<file path="src/rtl/uart_pkg.sv">
// ---------------------------------------------------------------------------
// uart_pkg
// Shared types and constants for the UART transmit path.
//   uart_tx_state_e : frame state machine encoding (PARITY exists only when
//                     UART_TX_PARITY_EN is defined)
//   DATA_BITS       : data bits per frame
//   START_LVL       : line level of the start bit
//   STOP_LVL        : line level of the stop bit and of the idle line
//   calc_parity     : parity bit for a byte, even or odd
// Optional feature macro: UART_TX_PARITY_EN
// ---------------------------------------------------------------------------
package uart_pkg;

  localparam int   DATA_BITS = 8;
  localparam logic START_LVL = 1'b0;
  localparam logic STOP_LVL  = 1'b1;

`ifdef UART_TX_PARITY_EN
  typedef enum logic [2:0] {
    IDLE   = 3'd0,
    FETCH  = 3'd1,
    LOAD   = 3'd2,
    START  = 3'd3,
    DATA   = 3'd4,
    PARITY = 3'd5,
    STOP   = 3'd6
  } uart_tx_state_e;
`else
  typedef enum logic [2:0] {
    IDLE   = 3'd0,
    FETCH  = 3'd1,
    LOAD   = 3'd2,
    START  = 3'd3,
    DATA   = 3'd4,
    STOP   = 3'd6
  } uart_tx_state_e;
`endif

  // Even parity is the XOR of all data bits; odd parity is its inverse.
  function automatic logic calc_parity(input logic [DATA_BITS-1:0] data,
                                       input logic                 odd);
    return (^data) ^ odd;
  endfunction

endpackage

</file>
<file path="src/rtl/uart_baud_cnt.sv">
// ---------------------------------------------------------------------------
// uart_baud_cnt
// Bit-period down-counter for the UART transmitter. A load pulse seeds the
// counter for the first bit of a frame; while running it counts down to zero
// and reloads the latched period at every bit boundary, so a period never
// wraps mid-bit.
// Ports:
//   clk       in   system clock
//   rst_n     in   synchronous active-low reset
//   load      in   seed the counter with load_val this cycle
//   load_val  in   DIV_W  first-bit period minus one
//   run       in   count while high
//   period    in   DIV_W  latched period minus one, used for reloads
//   cnt       out  DIV_W  current count (cycles left in this bit)
//   bit_tick  out  high in the last cycle of each bit period
// ---------------------------------------------------------------------------
module uart_baud_cnt #(
  parameter int DIV_W = 16
) (
  input  logic             clk,
  input  logic             rst_n,
  input  logic             load,
  input  logic [DIV_W-1:0] load_val,
  input  logic             run,
  input  logic [DIV_W-1:0] period,
  output logic [DIV_W-1:0] cnt,
  output logic             bit_tick
);

  logic [DIV_W-1:0] cnt_q, cnt_d;

  assign bit_tick = run && (cnt_q == '0);
  assign cnt      = cnt_q;

  always_comb begin
    cnt_d = cnt_q;
    if (load) begin
      cnt_d = load_val;
    end else if (run) begin
      cnt_d = (cnt_q == '0) ? period : cnt_q - DIV_W'(1);
    end
  end

  always_ff @(posedge clk) begin
    if (!rst_n) begin
      cnt_q <= '0;
    end else begin
      cnt_q <= cnt_d;
    end
  end

endmodule

</file>
<file path="src/rtl/uart_tx_ctrl.sv">
// ---------------------------------------------------------------------------
// uart_tx_ctrl
// UART transmit controller. Pops bytes from the TX FIFO and serialises each
// one onto tx as an 8N1 frame (8E1/8O1 when UART_TX_PARITY_EN is defined).
// All outputs are registered; next-cycle values are computed from the next
// state so the line never glitches.
// Ports:
//   clk           in   system clock
//   rst_n         in   synchronous active-low reset
//   tx_en         in   allows a new frame to start
//   baud_div      in   DIV_W  bit period minus one, latched per frame
//   fifo_empty    in   TX FIFO empty flag
//   fifo_rd_en    out  one-cycle FIFO read strobe per frame
//   fifo_rd_data  in   8  FIFO data, valid the cycle after fifo_rd_en
//   parity_odd    in   odd (1) / even (0) parity, UART_TX_PARITY_EN only
//   tx            out  serial line, idles high
//   busy          out  high whenever a frame is in progress
//   frame_done    out  pulse in the last cycle of the stop bit
// Optional feature macro: UART_TX_PARITY_EN
// ---------------------------------------------------------------------------
module uart_tx_ctrl #(
  parameter int DIV_W = 16
) (
  input  logic             clk,
  input  logic             rst_n,
  input  logic             tx_en,
  input  logic [DIV_W-1:0] baud_div,
  input  logic             fifo_empty,
  output logic             fifo_rd_en,
  input  logic [7:0]       fifo_rd_data,
`ifdef UART_TX_PARITY_EN
  input  logic             parity_odd,
`endif
  output logic             tx,
  output logic             busy,
  output logic             frame_done
);

  import uart_pkg::*;

  uart_tx_state_e          state_q, state_d;
  logic [DATA_BITS-1:0]    shift_q, shift_d;
  logic [2:0]              bit_idx_q, bit_idx_d;
  logic [DIV_W-1:0]        period_q, period_d;
  logic                    tx_q, tx_d;
  logic                    busy_q, busy_d;
  logic                    rd_en_q, rd_en_d;
  logic                    frame_done_q, frame_done_d;
`ifdef UART_TX_PARITY_EN
  logic                    par_q, par_d;
`endif

  logic [DIV_W-1:0]        cnt;
  logic                    bit_tick;
  logic                    cnt_run;

  assign cnt_run = (state_q == START) || (state_q == DATA) ||
`ifdef UART_TX_PARITY_EN
                   (state_q == PARITY) ||
`endif
                   (state_q == STOP);

  // The first bit is seeded straight from baud_div in LOAD, the same value
  // that lands in period_q, so both agree for the whole frame.
  uart_baud_cnt #(.DIV_W(DIV_W)) u_baud_cnt (
    .clk      (clk),
    .rst_n    (rst_n),
    .load     (state_q == LOAD),
    .load_val (baud_div),
    .run      (cnt_run),
    .period   (period_q),
    .cnt      (cnt),
    .bit_tick (bit_tick)
  );

  // Next-state and datapath logic. Outputs are derived from the next state
  // so that they appear in the same cycle the state register changes.
  always_comb begin
    state_d   = state_q;
    shift_d   = shift_q;
    bit_idx_d = bit_idx_q;
    period_d  = period_q;
`ifdef UART_TX_PARITY_EN
    par_d     = par_q;
`endif
    case (state_q)
      IDLE:  if (tx_en && !fifo_empty) state_d = FETCH;
      FETCH: state_d = LOAD;
      LOAD: begin
        shift_d   = fifo_rd_data;
        period_d  = baud_div;
        bit_idx_d = '0;
`ifdef UART_TX_PARITY_EN
        par_d     = calc_parity(fifo_rd_data, parity_odd);
`endif
        state_d   = START;
      end
      START: if (bit_tick) state_d = DATA;
      DATA: begin
        if (bit_tick) begin
          shift_d = shift_q >> 1;
          if (bit_idx_q == 3'(DATA_BITS - 1)) begin
            bit_idx_d = '0;
`ifdef UART_TX_PARITY_EN
            state_d   = PARITY;
`else
            state_d   = STOP;
`endif
          end else begin
            bit_idx_d = bit_idx_q + 3'd1;
          end
        end
      end
`ifdef UART_TX_PARITY_EN
      PARITY: if (bit_tick) state_d = STOP;
`endif
      STOP: begin
        if (bit_tick) state_d = (tx_en && !fifo_empty) ? FETCH : IDLE;
      end
      default: state_d = IDLE;
    endcase

    case (state_d)
      START:   tx_d = START_LVL;
      DATA:    tx_d = shift_d[0];
`ifdef UART_TX_PARITY_EN
      PARITY:  tx_d = par_d;
`endif
      default: tx_d = STOP_LVL;
    endcase

    busy_d  = (state_d != IDLE);
    rd_en_d = (state_d == FETCH);

    // Predict the last stop cycle: either the stop bit is a single cycle
    // long, or the counter is one step away from zero inside STOP.
    frame_done_d = (state_d == STOP) &&
                   (((state_q != STOP) && (period_q == '0)) ||
                    ((state_q == STOP) && (cnt == DIV_W'(1))));
  end

  // Single state/output register bank.
  always_ff @(posedge clk) begin
    if (!rst_n) begin
      state_q      <= IDLE;
      shift_q      <= '0;
      bit_idx_q    <= '0;
      period_q     <= '0;
      tx_q         <= STOP_LVL;
      busy_q       <= 1'b0;
      rd_en_q      <= 1'b0;
      frame_done_q <= 1'b0;
`ifdef UART_TX_PARITY_EN
      par_q        <= 1'b0;
`endif
    end else begin
      state_q      <= state_d;
      shift_q      <= shift_d;
      bit_idx_q    <= bit_idx_d;
      period_q     <= period_d;
      tx_q         <= tx_d;
      busy_q       <= busy_d;
      rd_en_q      <= rd_en_d;
      frame_done_q <= frame_done_d;
`ifdef UART_TX_PARITY_EN
      par_q        <= par_d;
`endif
    end
  end

  assign tx         = tx_q;
  assign busy       = busy_q;
  assign fifo_rd_en = rd_en_q;
  assign frame_done = frame_done_q;

endmodule

</file>
<file path="config.mk">
export PLATFORM = sky130hd
export DESIGN_NAME = uart_tx_ctrl
export DESIGN_NICKNAME = d
export VERILOG_FILES = /design/src/rtl/uart_pkg.sv /design/src/rtl/uart_baud_cnt.sv /design/src/rtl/uart_tx_ctrl.sv
export SDC_FILE = /design/constraint.sdc
export NUM_CORES = 1
export LEC_CHECK = 0
export ABC_AREA = 1
export CORE_AREA = 8 8 95 97
export DETAILED_ROUTE_END_ITERATION = 6
export DIE_AREA = 0 0 103 105
export PLACE_DENSITY = 0.62
export RECOVER_POWER = 100
export SKIP_CTS_REPAIR_TIMING = 1
export SLEW_MARGIN = 5
export SYNTH_ARGS = -nofsm -noshare
export SYNTH_HDL_FRONTEND = slang
export SYNTH_SLANG_ARGS = --single-unit
</file>
<file path="constraint.sdc">
create_clock -name clk -period 1.7 [get_ports clk]
set_input_delay 0.34 -clock clk [delete_from_list [all_inputs] [get_ports clk]]
set_output_delay 0.34 -clock clk [all_outputs]
set_load 0.03 [all_outputs]
</file>
==> results.toml <==
[clock_network]
cts_tree = "built"
cts-root-buf = "clkbuf_8"
clkLatencyLatePin_ns = 0.30
clkSlewWorstSetupHoldPaths_ns = 0.10
clk_path_buf_depth = 2
numCtsBuffers = 5
cts.sinks = 50
cts_max_level = 2

[finish]
layout_commonest_cell = "nand2_1"
nets = 442
area_growth_pct = 25.3
final_layout_size_suffix_gt1_share_pct = 12.4
fin_cells = 513
layout_common_cells = "nand2_1 (99), dfxtp_1 (50), a21oi_1 (36)"
diodes = 0
fin_area_sq_um = 3230

[grt]
groute.usage.overall_pct = 12.6
antenna_found_initial = 0
grt_pass1_vias = 2509
gr-total-overflow = 0
grt_pass1_wl_um = 11200
grt_max_degree = 30

[run]
drv_cap = 0

[synth]
synth_compound_area_share_pct = 18.6
syn_avg_cell_area_sq_um = 6.99
syn_nets = 401
ys_types = 33
synthXorXnorAreaFrac_pct = 1.70
synthesis.instances = 369
netlist_area_sq_um = 2580
yosysSeqAreaShare_pct = 38.8
yosys.area_share.simple_pct = 31.7
yosys_warnings = 0
synth_fa_ha_area_share_pct = 1.94
ys_ff_latch = 50
synth_mux_area_share_pct = 0
synth_top_family_by_area = "simple AND/OR/NAND/NOR gates"

[critical_path]
r2r_slack_ns = 0.10
max_stage_delay_ns = 0.67
cp.buffers_inverters = 1
crit_path_end_kind = "output port"
timing.rr.start = "u_baud_cnt.cnt[5]"
required_ns = 1.36
reg2reg_depth = 8
critPathSlowestCell = "clkdlybuf4s50_1"
path_max_fanout = 1
cp_top_family = "buffers and inverters"
path_cells = "clkdlybuf4s50_1"
r2r-end = "busy"
critPathKind = "register to output port"
cp_data_arrival_time_ns = 1.31
start_kind = "register"

[die]
initial_core_util_pct = 34.2
die_h_um = 105
rows = 32
die_area_sq_um = 10800
die_width_um = 103
ios = 32
core-area_sq_um = 7530

[detailed_routing]
ant_nets = 0
dr.pass1.iters = 4
drc = 0
wl_per_cell_um = 13.1
vias_per_cell = 4.98
drtIter0Drc = 137
finalWirelength_um = 6740
vias = 2554

[hold_path]
hp-start = "period_q[2]"
min_to = "period_q[2]"
whs_path_depth = 2
hold_path_class = "register to register"

[timing]
tightest_slew_ns = 0.427
finalSetupViolCount = 0
relSlewSlack_pct = 71.3
clock_skew_ns = 0.00724
drv_slew = 0
timing.fmax_mhz = 608
fin_crit_ns = 1.65
whs_ns = 0.487
hold_viol = 0
finalCritPeriodShare_pct = 96.8

[outcome]
status = "completed"

[power]
leakage_nw = 1.35
power_density_nw_per_um2 = 1170
power_w = 0.00379
irDropWorstVdd_mv = 0.474

[placement]
gp_congestion = 0.837
hpwl_um = 4870
place_area_sq_um = 3040
io_buffers = 31
dp_cells = 501
-- power breakdown --
| group | switching [W] | internal, W |
|---|---|---|
| clock network | 0.000416 | 0.000438 |
| logic | 0.000945 | 0.000627 |
| registers | 0.0000892 | 0.00127 |
| total | 0.00145 | 0.00234 |
-- worst max path at each step --
| stage | cells past startpoint | to | slack, ns | from |
|---|---|---|---|---|
| final | 1 | fifo_rd_en | 0.05 | fifo_rd_en |
| after global routing | 9 | u_baud_cnt.cnt[0] | -0.01 | u_baud_cnt.cnt[0] |
| after CTS | 9 | busy | -0.07 | u_baud_cnt.cnt[0] |
| after detailed placement | 9 | busy | -0.05 | u_baud_cnt.cnt[0] |
| after global placement | 9 | busy | 0.07 | u_baud_cnt.cnt[0] |
| after floorplan | 10 | tx | 0.14 | u_baud_cnt.cnt[0] |
-- stage by stage --
| step | util, % | worst slack [ns] | TNS [ns] |
|---|---|---|---|
| after floorplan | - | 0.137 | 0 |
| after detailed placement | 40.4 | -0.0476 | -0.0681 |
| after CTS | 41.9 | -0.0650 | -0.156 |
| final | 42.9 | 0.0548 | 0 |
| after global routing | 42.9 | -0.0146 | -0.0218 |
| after global placement | 40.4 | 0.0749 | 0 |
-- registers in the layout, summed over array words and instances (netlist names) --
signal and flops:
period_q 16, u_baud_cnt.cnt 16, shift_q 8, bit_idx_q 3, state_q 3, busy 1, fifo_rd_en 1, frame_done 1
tx 1
-- cells by family after synthesis --
| logic type | after synthesis |
|---|---|
| adders and majority gates | 4 |
| and+or+nand+nor | 180 |
| DFF | 50 |
| buffers and inverters | 43 |
| AOI/OAI and AO/OA | 87 |
| xor gates and xnor gates | 5 |
-- routing by layer --
layer / routed length, um / up-vias / GRT usage, %
li1: - / 1311 / -
met1: 3130 / 1184 / 16.1
met2: 3230 / 52 / 20.2
met3: 270 / 7 / 2.72
met4: 106 / 0 / 4.45
met5: 0 / - / 0
-- layout make-up --
cell class / count / area, sq um
timing repair buffer: 49 / 445
clock inverter: 3 / 45.0
inverter: 28 / 108
sequential: 50 / 1000
tap: 102 / 128
clock buffer: 5 / 68.8
multi-input combinational: 276 / 1430
fill: 799 / 4300
-- worst register-to-register path, stage by stage (launching register included) --
cell and delay [ns]:
dfxtp_1 0.36, nor2_1 0.17, nand2_2 0.13, nor2_8 0.20, nand2_8 0.11, a21oi_1 0.19, nand3_2 0.13, nand2_1 0.13
nand3_1 0.08
-- synthesized netlist by cell type, drive strengths merged --
master  instances  area [sq um]
dfxtp          50          1000
o21ai          31           159
xnor2           2          17.5
nor3            7          35.0
nand3b          2          15.0
xor2            3          26.3
a22oi           6          45.0
a31oi          12          75.1
nand2         104           418
a21boi          1          7.51
o211ai          1          12.5
nor2           36           184
ha              4          50.1
clkinv          1          3.75
nor4            1          6.26
nand4           5          31.3
or2             1          6.26
inv            27           101
nand3          24           120
a21oi          36           180
clkbuf          6          23.8
buf             9          58.8
(Power assumes the default switching activity.)
